### config.mk
export PLATFORM = sky130hd
export DESIGN_NAME = mem_port_arbiter
export DESIGN_NICKNAME = d
export VERILOG_FILES = /design/src/rtl/mem_port_arbiter.sv
export SDC_FILE = /design/constraint.sdc
export NUM_CORES = 1
export LEC_CHECK = 0
export CORE_MARGIN = 4
export CORE_UTILIZATION = 37
export CTS_BUF_LIST = sky130_fd_sc_hd__clkbuf_2
export DETAILED_ROUTE_END_ITERATION = 6
export PLACE_DENSITY = 0.82
export SETUP_SLACK_MARGIN = 0.02
export SLEW_MARGIN = 0
export SYNTH_ARGS = -nofsm -noshare
export SYNTH_HDL_FRONTEND = slang
export SYNTH_SLANG_ARGS = --single-unit
### constraint.sdc
create_clock -name clk -period 3.1 [get_ports clk]
set_clock_uncertainty 0.05 [all_clocks]
set_input_delay 0.465 -clock clk [delete_from_list [all_inputs] [get_ports clk]]
set_output_delay 0.465 -clock clk [all_outputs]
set_load 0.05 [all_outputs]
### src/rtl/mem_port_arbiter.sv
// mem_port_arbiter: shares one downstream memory request port between IFU and LSU.
// Optional macro MEM_ARB_RR_EN selects round-robin instead of fixed LSU > IFU priority.
module mem_port_arbiter #(
    parameter int ADDR_W = 32,
    parameter int DATA_W = 32,
    parameter int MASK_W = 4
) (
    input  logic              clk,
    input  logic              reset,
    input  logic              ifu_valid_i,
    input  logic [ADDR_W-1:0] ifu_addr_i,
    output logic              ifu_ready_o,
    output logic [DATA_W-1:0] ifu_rdata_o,
    input  logic              lsu_valid_i,
    input  logic [ADDR_W-1:0] lsu_addr_i,
    input  logic              lsu_ren_i,
    input  logic              lsu_wen_i,
    input  logic [MASK_W-1:0] lsu_mask_i,
    input  logic [2:0]        lsu_size_i,
    input  logic [DATA_W-1:0] lsu_wdata_i,
    output logic              lsu_ready_o,
    output logic [DATA_W-1:0] lsu_rdata_o,
    output logic              mem_valid_o,
    output logic [ADDR_W-1:0] mem_addr_o,
    output logic              mem_ren_o,
    output logic              mem_wen_o,
    output logic [MASK_W-1:0] mem_mask_o,
    output logic [2:0]        mem_size_o,
    output logic [DATA_W-1:0] mem_wdata_o,
    input  logic              mem_ready_i,
    input  logic [DATA_W-1:0] mem_rdata_i,
    output logic [1:0]        grant_o
);

    typedef enum logic [1:0] {
        IDLE     = 2'd0,
        BUSY_IFU = 2'd1,
        BUSY_LSU = 2'd2
    } state_e;

    state_e            state_q;
    logic              valid_q;
    logic [ADDR_W-1:0] addr_q;
    logic              ren_q;
    logic              wen_q;
    logic [MASK_W-1:0] mask_q;
    logic [2:0]        size_q;
    logic [DATA_W-1:0] wdata_q;
    logic              pick_lsu;

`ifdef MEM_ARB_RR_EN
    // 1 = LSU won the most recent grant, 0 = IFU did
    logic last_lsu_q;

    // On contention, favour whoever did not win last time
    always_comb pick_lsu = lsu_valid_i && (!ifu_valid_i || !last_lsu_q);
`else
    // Fixed priority: LSU always beats IFU
    always_comb pick_lsu = lsu_valid_i;
`endif

    // Arbitration FSM with registered downstream payload
    always_ff @(posedge clk or posedge reset) begin
        if (reset) begin
            state_q <= IDLE;
            valid_q <= 1'b0;
            addr_q  <= '0;
            ren_q   <= 1'b0;
            wen_q   <= 1'b0;
            mask_q  <= '0;
            size_q  <= 3'b000;
            wdata_q <= '0;
`ifdef MEM_ARB_RR_EN
            last_lsu_q <= 1'b0;
`endif
        end else begin
            unique case (state_q)
                IDLE: begin
                    if (lsu_valid_i || ifu_valid_i) begin
                        valid_q <= 1'b1;
                        if (pick_lsu) begin
                            state_q <= BUSY_LSU;
                            addr_q  <= lsu_addr_i;
                            ren_q   <= lsu_ren_i;
                            wen_q   <= lsu_wen_i;
                            mask_q  <= lsu_mask_i;
                            size_q  <= lsu_size_i;
                            wdata_q <= lsu_wdata_i;
                        end else begin
                            state_q <= BUSY_IFU;
                            addr_q  <= ifu_addr_i;
                            ren_q   <= 1'b1;
                            wen_q   <= 1'b0;
                            mask_q  <= '1;
                            size_q  <= 3'b010;
                            wdata_q <= '0;
                        end
`ifdef MEM_ARB_RR_EN
                        last_lsu_q <= pick_lsu;
`endif
                    end
                end
                BUSY_IFU, BUSY_LSU: begin
                    if (mem_ready_i) begin
                        state_q <= IDLE;
                        valid_q <= 1'b0;
                        addr_q  <= '0;
                        ren_q   <= 1'b0;
                        wen_q   <= 1'b0;
                        mask_q  <= '0;
                        size_q  <= 3'b000;
                        wdata_q <= '0;
                    end
                end
                default: begin
                    state_q <= IDLE;
                    valid_q <= 1'b0;
                end
            endcase
        end
    end

    // Completion pulse and read data steered to the current owner only
    always_comb begin
        ifu_ready_o = (state_q == BUSY_IFU) && mem_ready_i;
        lsu_ready_o = (state_q == BUSY_LSU) && mem_ready_i;
        ifu_rdata_o = ifu_ready_o ? mem_rdata_i : '0;
        lsu_rdata_o = lsu_ready_o ? mem_rdata_i : '0;
        grant_o     = {state_q == BUSY_LSU, state_q == BUSY_IFU};
    end

    assign mem_valid_o = valid_q;
    assign mem_addr_o  = addr_q;
    assign mem_ren_o   = ren_q;
    assign mem_wen_o   = wen_q;
    assign mem_mask_o  = mask_q;
    assign mem_size_o  = size_q;
    assign mem_wdata_o = wdata_q;

endmodule
Word-level counts from Yosys, hierarchy flattened
Cells that the tools add are included.

Flip-flop bits (word level): 76. Input bits: 142. Word-level logic and storage cells: 50. Output and inout bits: 142.

Reduce and logical (&&, ||, !) cells: 8. Equal/unequal tests: 4. Multiplexer cells: 30.

Operator list (count): $mux W32 (7); $pmux W32 S2 (2); $mux W4 (3); $mux W3 (3); $pmux W4 S2 (1); $mux W1 (6); $mux W2 (3); $pmux W1 S2 (3); $pmux W3 S2 (1); $ne A2 B2 Y1 const B (2); $pmux W2 S2 (1); $reduce_and A3 Y1 (1); $eq A2 B1 Y1 const B (1); $eq A2 B2 Y1 const B (1); $logic_and A1 B1 Y1 (2); $logic_not A2 Y1 (1); $reduce_and A2 Y1 (1); $reduce_bool A2 Y1 (1); $reduce_or A2 Y1 (1); $logic_or A1 B1 Y1 (1).

Depth between registers and ports, before layout
Gate-level depths: netlist of run 1.

Word-level depth: 4. Mapped depth: 7. Mapped depth without buffers: 5.

Worst setup path after synthesis of run 1
OpenSTA, ideal clock, no wires.

Path kind: reg2out. From: reg state_q[1]. To: out ifu_rdata_o[31]. Setup slack: 0.825 ns. Path buffers: 1. Cell stages (with the launch flop): 5. Required time: 2.585 ns. Arrival time: 1.760 ns. Cell sequence: dfrtp_1 > inv_1 > ha_1 > clkbuf_1 > and3_1.

Longest elaborated chain between the ends: 3.

Ends and longest elaborated chain: start, declared (RTL line 41) `state_e state_q;`; start signal, assigned (RTL line 65) `state_q <= IDLE;`; start signal, assigned (RTL line 82) `state_q <= BUSY_LSU;`; start signal, assigned (RTL line 90) `state_q <= BUSY_IFU;`; $eq A2 B1 Y1; net grant_o[0] (RTL line 32) `output logic [1:0] grant_o`; $logic_and A1 B1 Y1 (RTL line 125) `ifu_ready_o = (state_q == BUSY_IFU) && mem_ready_i;`; $mux W32 (RTL line 127) `ifu_rdata_o = ifu_ready_o ? mem_rdata_i : '0;`; end, declared (RTL line 13) `output logic [DATA_W-1:0] ifu_rdata_o,`.

The timed path passes the listed nets, and every way through them passes these cells.

Worst setup path in the final report of run 1
From: reg state_q[1]. To: out grant_o[0].

Longest elaborated chain between the ends: 1.

Ends and longest elaborated chain: $eq A2 B1 Y1 (RTL line 129) `grant_o = {state_q == BUSY_LSU, state_q == BUSY_IFU};`; end, declared (RTL line 32).

Every way passes these cells.

==> results by group, run 1 <==
Run status
  • Status: finished, final reports clean

Floorplan
  • DIE AREA: 0.01347 sq mm
  • Die H: 116.1 microns
  • # rows: 39
  • Initial Utilization: 37.84%
  • Top Ports: 284
  • Core Area: 0.01142 sq mm
  • Die Width: 116.1 microns

Synthesis
  • Synth area leaders: dfrtp_1 44%, mux2i_1 16%, mux2_4 12%
  • Yosys cell types: 21
  • Post-synth top area cell: dfrtp_1
  • Synth Instances: 414
  • Mean cell area of the mapped netlist: 10.44 sq um
  • Top cell type's share of synthesized area: 44.02%
  • Post-synthesis sequential area ratio: 44.02%
  • Yosys warnings: 0
  • Syn_nets: 560
  • Post-Syn Area: 0.004320 sq mm
  • Yosys reg bits: 76

Cells and area
  • Most common cell after layout, fill and taps aside: clkdlybuf4s50_1
  • Layout cells sized above 1: 19.74%
  • Synth-to-layout area growth: 85.52%
  • Most frequent cells in the layout: 216 x clkdlybuf4s50_1, 76 x dfrtp_1, 68 x mux2i_1
  • Final Net Count: 830
  • Post-layout util: 70.20%
  • Final Non-Filler Cells: 832
  • Filler cell count: 844
  • Ant diodes: 0
  • Design Area, Final: 0.008015 sq mm

CTS
  • Maximum root-to-sink buffer count: 2
  • Clock transition at path regs: 210 ps
  • PostCTS Resize Cnt: 0
  • # clock sinks: 76
  • CTS H-tree lvls: 3
  • CTS Buf Count: 9
  • CTS tree: built
  • Root buffer cell: clkbuf_2
  • Total setup buffers inserted after CTS: 0
  • Cts hold-fix bufs: 0
  • Worst-Skew Late Latency: 510 ps

Critical path
  • R2r endpoint: mem_addr_o[25]
  • CP Class: register to primary output
  • Critical path endpoint category: primary output
  • Slowest stage cell, crit path: clkdlybuf4s50_1
  • R2R Setup Slk: 550 ps
  • Delay-heaviest family, CP: buffers and inverters
  • CP Launch Type: register
  • Reg2Reg Depth: 7
  • Worst-path cell chain: inv_1, ha_1, clkdlybuf4s50_1
  • Buf+Inv Stages, Crit Path: 2
  • Worst r2r src: state_q[1]
  • WP data arrival: 2140 ps
  • Crit path max fanout: 4
  • Worst EP required: 2580 ps
  • CP peak stage delay: 880 ps

STA
  • Setup tns final: 0 ps
  • Setup violations, final: 0
  • Ratio of final minimum period to clock period: 85.80%
  • Worst-margin pin slew: 740.0 ps
  • Fin. max-slew vios: 0
  • RSZ-0062 raised after global routing: false
  • FMAX: 0.3760 GHz
  • Final WS setup: 440.2 ps
  • Worst relative slew slack: 50.61%
  • Clock period minus worst slack: 2660 ps
  • Final hold viol count: 0

Global route
  • Vias in the first global route: 4239
  • Grt ovf: 0
  • First-pass GRT wire length: 23200 microns
  • Largest net degree at the start of global routing: 74
  • Antenna violations before repair: 0
  • Total GRT Usage: 22.42%

Pwr
  • P_leak: 3.860 nW
  • PwrDens: 954.4 mW/mm^2
  • VDD IR max: 0.001071 V

Placed design
  • GP Congestion: 0.7848
  • Hpwl dp: 12190 microns
  • Pre-CTS WS: 586.4 ps
  • Placed cells: 816
  • PortBufs: 283
  • Placement Cell Area: 0.007895 sq mm

Routing
  • Initial DRC count: 167
  • Routed wire per std cell: 18.53 microns
  • Vias/cell: 4.813
  • DRC: 0
  • DRT Wirelength: 15420 microns
  • Via count: 4004
  • Antenna Violating Nets Remaining: 0
  • 1st-pass router iterations: 4

Min path
  • Hold WC Path Type: input port to async pin

Flow run
  • Max_cap viols: 0
-- kinds of logic (layout without fill, tap and decap cells) --
kind of cell    after synthesis  count (layout)  synth area share, %
compound gates                8               8                1.043
mux                         107             107                28.96
fa+ha+maj                     4               4                1.158
flops                        76              76                44.02
simple gates                140             140                16.51
buf+inv                      79             354                8.312
-- worst reg2reg max path, cell delays in order, from the launching register on --
cell,delay [ps]
dfrtp_1,410
inv_1,100
ha_1,310
buf_4,400
nor2_1,130
nor3_4,170
buf_12,430
mux2_2,490
-- sequential cells by signal, summed over array words and instances, names as in the netlist --
register / count
mem_addr_o: 32
mem_valid_o: 1
mem_ren_o: 1
mem_size_o: 3
state_q: 2
mem_wen_o: 1
mem_mask_o: 4
mem_wdata_o: 32
-- through the flow --
| stage | hold slack (ps) | power, W |
|---|---|---|
| 2_1_floorplan | 450.1 | 0.005364 |
| 5_1_grt | 269.1 | 0.008030 |
| 3_3_place_gp | 441.6 | 0.006978 |
| 4_1_cts | 238.0 | 0.007727 |
| 3_5_place_dp | 446.2 | 0.007137 |
| 6_report | 284.2 | 0.007649 |
-- synthesized netlist by cell type, drive strengths merged --
| library cell | number |
|---|---|
| inv | 45 |
| dfrtp | 76 |
| a21oi | 6 |
| ha | 4 |
| o22ai | 1 |
| and2 | 2 |
| mux2 | 39 |
| nand2 | 36 |
| buf | 15 |
| nor3 | 1 |
| clkbuf | 19 |
| nor3b | 1 |
| nor2 | 34 |
| nor2b | 2 |
| a22o | 1 |
| mux2i | 68 |
| and3 | 64 |
-- how the worst max path moves through the flow --
| stage | to | cells after the start | slack [ps] | start |
|---|---|---|---|---|
| 5_1_grt | grant_o[0] | 3 | 310 | state_q[1] |
| 3_5_place_dp | mem_addr_o[25] | 7 | 590 | state_q[1] |
| 6_report | grant_o[0] | 3 | 440 | state_q[1] |
| 4_1_cts | grant_o[0] | 3 | 370 | state_q[1] |
| 2_1_floorplan | mem_addr_o[0] | 1 | 650 | reset |
| 3_3_place_gp | mem_addr_o[27] | 7 | 680 | state_q[1] |
-- layout make-up --
type                            count  area, sq um  share of cell area, %
Timing Repair Buffer              293         3576                  44.61
Sequential cell                    76         1902                  23.73
Clock buffer                        9        45.04                 0.5620
Multi-Input combinational cell    259         2068                  25.80
Tap cell                          143        178.9                  2.232
Clock inverter                      7        75.07                 0.9366
Inverter                           45        170.2                  2.123
-- where the power goes --
group / total, W / internal, W / switching [W]
logic: 0.00548 / 0.00233 / 0.00315
registers: 0.00160 / 0.00138 / 0.000218
clock network: 0.000573 / 0.000192 / 0.000381
-- per-layer routing --
metal  vias up  wire length, microns  track usage (%)
met5         -                     0                0
met4         0                   384            7.889
met3        34                  1435            7.937
met2       177                  7957            40.24
met1      1889                  5641            24.42
li1       1904                     -                -
Note: power is estimated with default switching activity, not from simulation.
==> inputs of run 2 (changes only) <==
--- a/config.mk
+++ b/config.mk
@@ -6,10 +6,10 @@
 export NUM_CORES = 1
 export LEC_CHECK = 0
 export CORE_MARGIN = 4
-export CORE_UTILIZATION = 37
+export CORE_UTILIZATION = 40
 export CTS_BUF_LIST = sky130_fd_sc_hd__clkbuf_2
 export DETAILED_ROUTE_END_ITERATION = 6
-export PLACE_DENSITY = 0.82
+export PLACE_DENSITY = 0.88
 export SETUP_SLACK_MARGIN = 0.02
 export SLEW_MARGIN = 0
 export SYNTH_ARGS = -nofsm -noshare
==> constraint.sdc (replaced) <==
create_clock -name clk -period 3.2 [get_ports clk]
set_clock_uncertainty 0.05 [all_clocks]
set_input_delay 0.48 -clock clk [delete_from_list [all_inputs] [get_ports clk]]
set_output_delay 0.48 -clock clk [all_outputs]
set_load 0.05 [all_outputs]
==> results by group, run 2 (synthesis results as in run 1) <==
Run status
  • Status: finished, final reports clean

CTS
  • Worst-Skew Late Latency: 500 ps (about the same)
  • CTS Buf Count: 9 (unchanged)
  • Maximum root-to-sink buffer count: 2 (unchanged)
  • CTS tree: built
  • Clock transition at path regs: 240 ps (+30 ps)
  • PostCTS Resize Cnt: 0 (unchanged)
  • Total setup buffers inserted after CTS: 0 (unchanged)
  • # clock sinks: 76 (unchanged)
  • Root buffer cell: clkbuf_2
  • Cts hold-fix bufs: 0 (unchanged)
  • CTS H-tree lvls: 3 (unchanged)

Cells and area
  • Filler cell count: 655 (-22%)
  • Layout cells sized above 1: 19.71% (-0.029 points)
  • Most common cell after layout, fill and taps aside: clkdlybuf4s50_1
  • Final Net Count: 831 (+0.12%)
  • Multi-input logic area: 0.002068 sq mm (unchanged)
  • Most frequent cells in the layout: 216 x clkdlybuf4s50_1, 76 x dfrtp_1, 68 x mux2i_1
  • Storage cell area: 0.001902 sq mm (unchanged)
  • Design Area, Final: 0.008013 sq mm (about the same)
  • Synth-to-layout area growth: 85.46% (about the same)

Critical path
  • Reg2Reg Depth: 7 (unchanged)
  • Worst EP required: 2670 ps (+90 ps)
  • CP Launch Type: register
  • R2r endpoint: mem_addr_o[23]
  • Worst-path cell chain: inv_1, ha_1, clkdlybuf4s50_1
  • WP data arrival: 2340 ps (+200 ps)
  • Slowest stage cell, crit path: clkdlybuf4s50_1
  • R2R Setup Slk: 750 ps (+200 ps)
  • CP peak stage delay: 880 ps (about the same)
  • Critical path endpoint category: primary output
  • Crit path max fanout: 12 (+8)
  • CP Class: register to primary output
  • Worst r2r src: state_q[1]

Routing
  • DRC: 0 (unchanged)
  • Initial DRC count: 207 (+24%)
  • 1st-pass router iterations: 4 (unchanged)
  • DRT Wirelength: 15900 microns (+3.1%)
  • Vias/cell: 4.926 (+2.4%)
  • Routed wire per std cell: 19.22 microns (+3.7%)
  • Antenna Violating Nets Remaining: 0 (unchanged)
  • Via count: 4074 (+1.7%)

Min path
  • Hold WC Path Type: input port to async pin

Floorplan
  • DIE AREA: 0.01253 sq mm (-7.0%)
  • Die H: 111.9 microns (-3.6%)
  • Die Width: 111.9 microns (-3.6%)
  • Initial Utilization: 41.48% (+3.6 points)
  • Core Area: 0.01042 sq mm (-8.8%)
  • Top Ports: 284 (unchanged)
  • # rows: 37 (-5.1%)

Global route
  • Met2 GRT Util: 44.76% (+4.5 points)
  • Met3 Use GR: 7.989% (+0.052 points)
  • Total GRT Usage: 24.99% (+2.6 points)
  • Antenna violations before repair: 1 (+1)
  • Grt ovf: 0 (unchanged)
  • First-pass GRT wire length: 24900 microns (+7.3%)
  • Vias in the first global route: 4452 (+5.0%)
  • GRT busiest layer: met2
  • M1 GR Usage: 27.98% (+3.6 points)
  • Largest net degree at the start of global routing: 67 (-9.5%)

STA
  • Setup tns final: 0 ps (unchanged)
  • Setup violations, final: 0 (unchanged)
  • Clock period minus worst slack: 2867 ps
  • Worst relative slew slack: 60.51% (+9.9 points)
  • Final hold viol count: 0 (unchanged)
  • Worst-margin pin slew: 590.5 ps (-149.5 ps)
  • Fin. max-slew vios: 0 (unchanged)
  • FMAX: 0.3489 GHz
  • RSZ-0062 raised after global routing: false
  • Ratio of final minimum period to clock period: 89.58%

Pwr
  • Total power: 0.007443 W (-2.7%)
  • PwrDens: 928.9 mW/mm^2 (-2.7%)
  • P_leak: 3.862 nW (about the same)
  • VDD IR max: 0.0006898 V (-36%)

Placed design
  • Placement Cell Area: 0.007894 sq mm (about the same)
  • GP Congestion: 0.8891 (+13%)
  • PortBufs: 283 (unchanged)
  • Hpwl dp: 12640 microns (+3.7%)

Flow run
  • Max_cap viols: 0 (unchanged)
[run 2: worst max path at each step]
stage	slack (ps)	startpoint	endpoint
CTS	280	state_q[0]	grant_o[1]
detailed placement	770	state_q[1]	mem_addr_o[19]
floorplan	730	reset	mem_addr_o[0]
global route	150	state_q[0]	grant_o[1]
finish	330	state_q[0]	grant_o[1]
global placement	800	state_q[1]	mem_addr_o[19]
[run 2: area by class of cell]
type                    count  area share (%)
diodes                      1         0.03123
inverters                  45           2.124
clock inverters             7          0.8901
well taps                 136           2.124
clock buffers               9          0.5621
flip-flops and latches     76           23.74
repair buffers            294           44.72
multi-input cells         259           25.81
[run 2: worst max-delay path: cells and delay by family (launching register included)]
kind	cells	cell delay, ps
buffers and inverters	2	1010
DFF	1	430
adders and majority gates	1	400
[run 2: report_power, final]
group	internal, W	leakage [nW]	switching [W]
combinational	0.00228	2.81	0.00308
clock	0.000184	0.0684	0.000364
sequential	0.00134	0.980	0.000202
total	0.00380	3.86	0.00364
[run 2: per-layer routing]
metal	share of wire (%)	up-vias
met5	0	-
met1	38	1971
met4	2.9	0
li1	-	1905
met2	52	169
met3	7.4	29
[run 2: per-stage QoR]
step | worst slack, ps | hold WS (ps) | util [%] | cells
6_report | 333.4 | 188.1 | 76.92 | 827
5_1_grt | 146.7 | 160.8 | 76.92 | 827
4_1_cts | 278.4 | 168.8 | 76.90 | 826
3_5_place_dp | 774.7 | 441.6 | 75.78 | 810
3_3_place_gp | 800.6 | 441.8 | 75.78 | 810
2_1_floorplan | 731.7 | 450.1 | - | 414
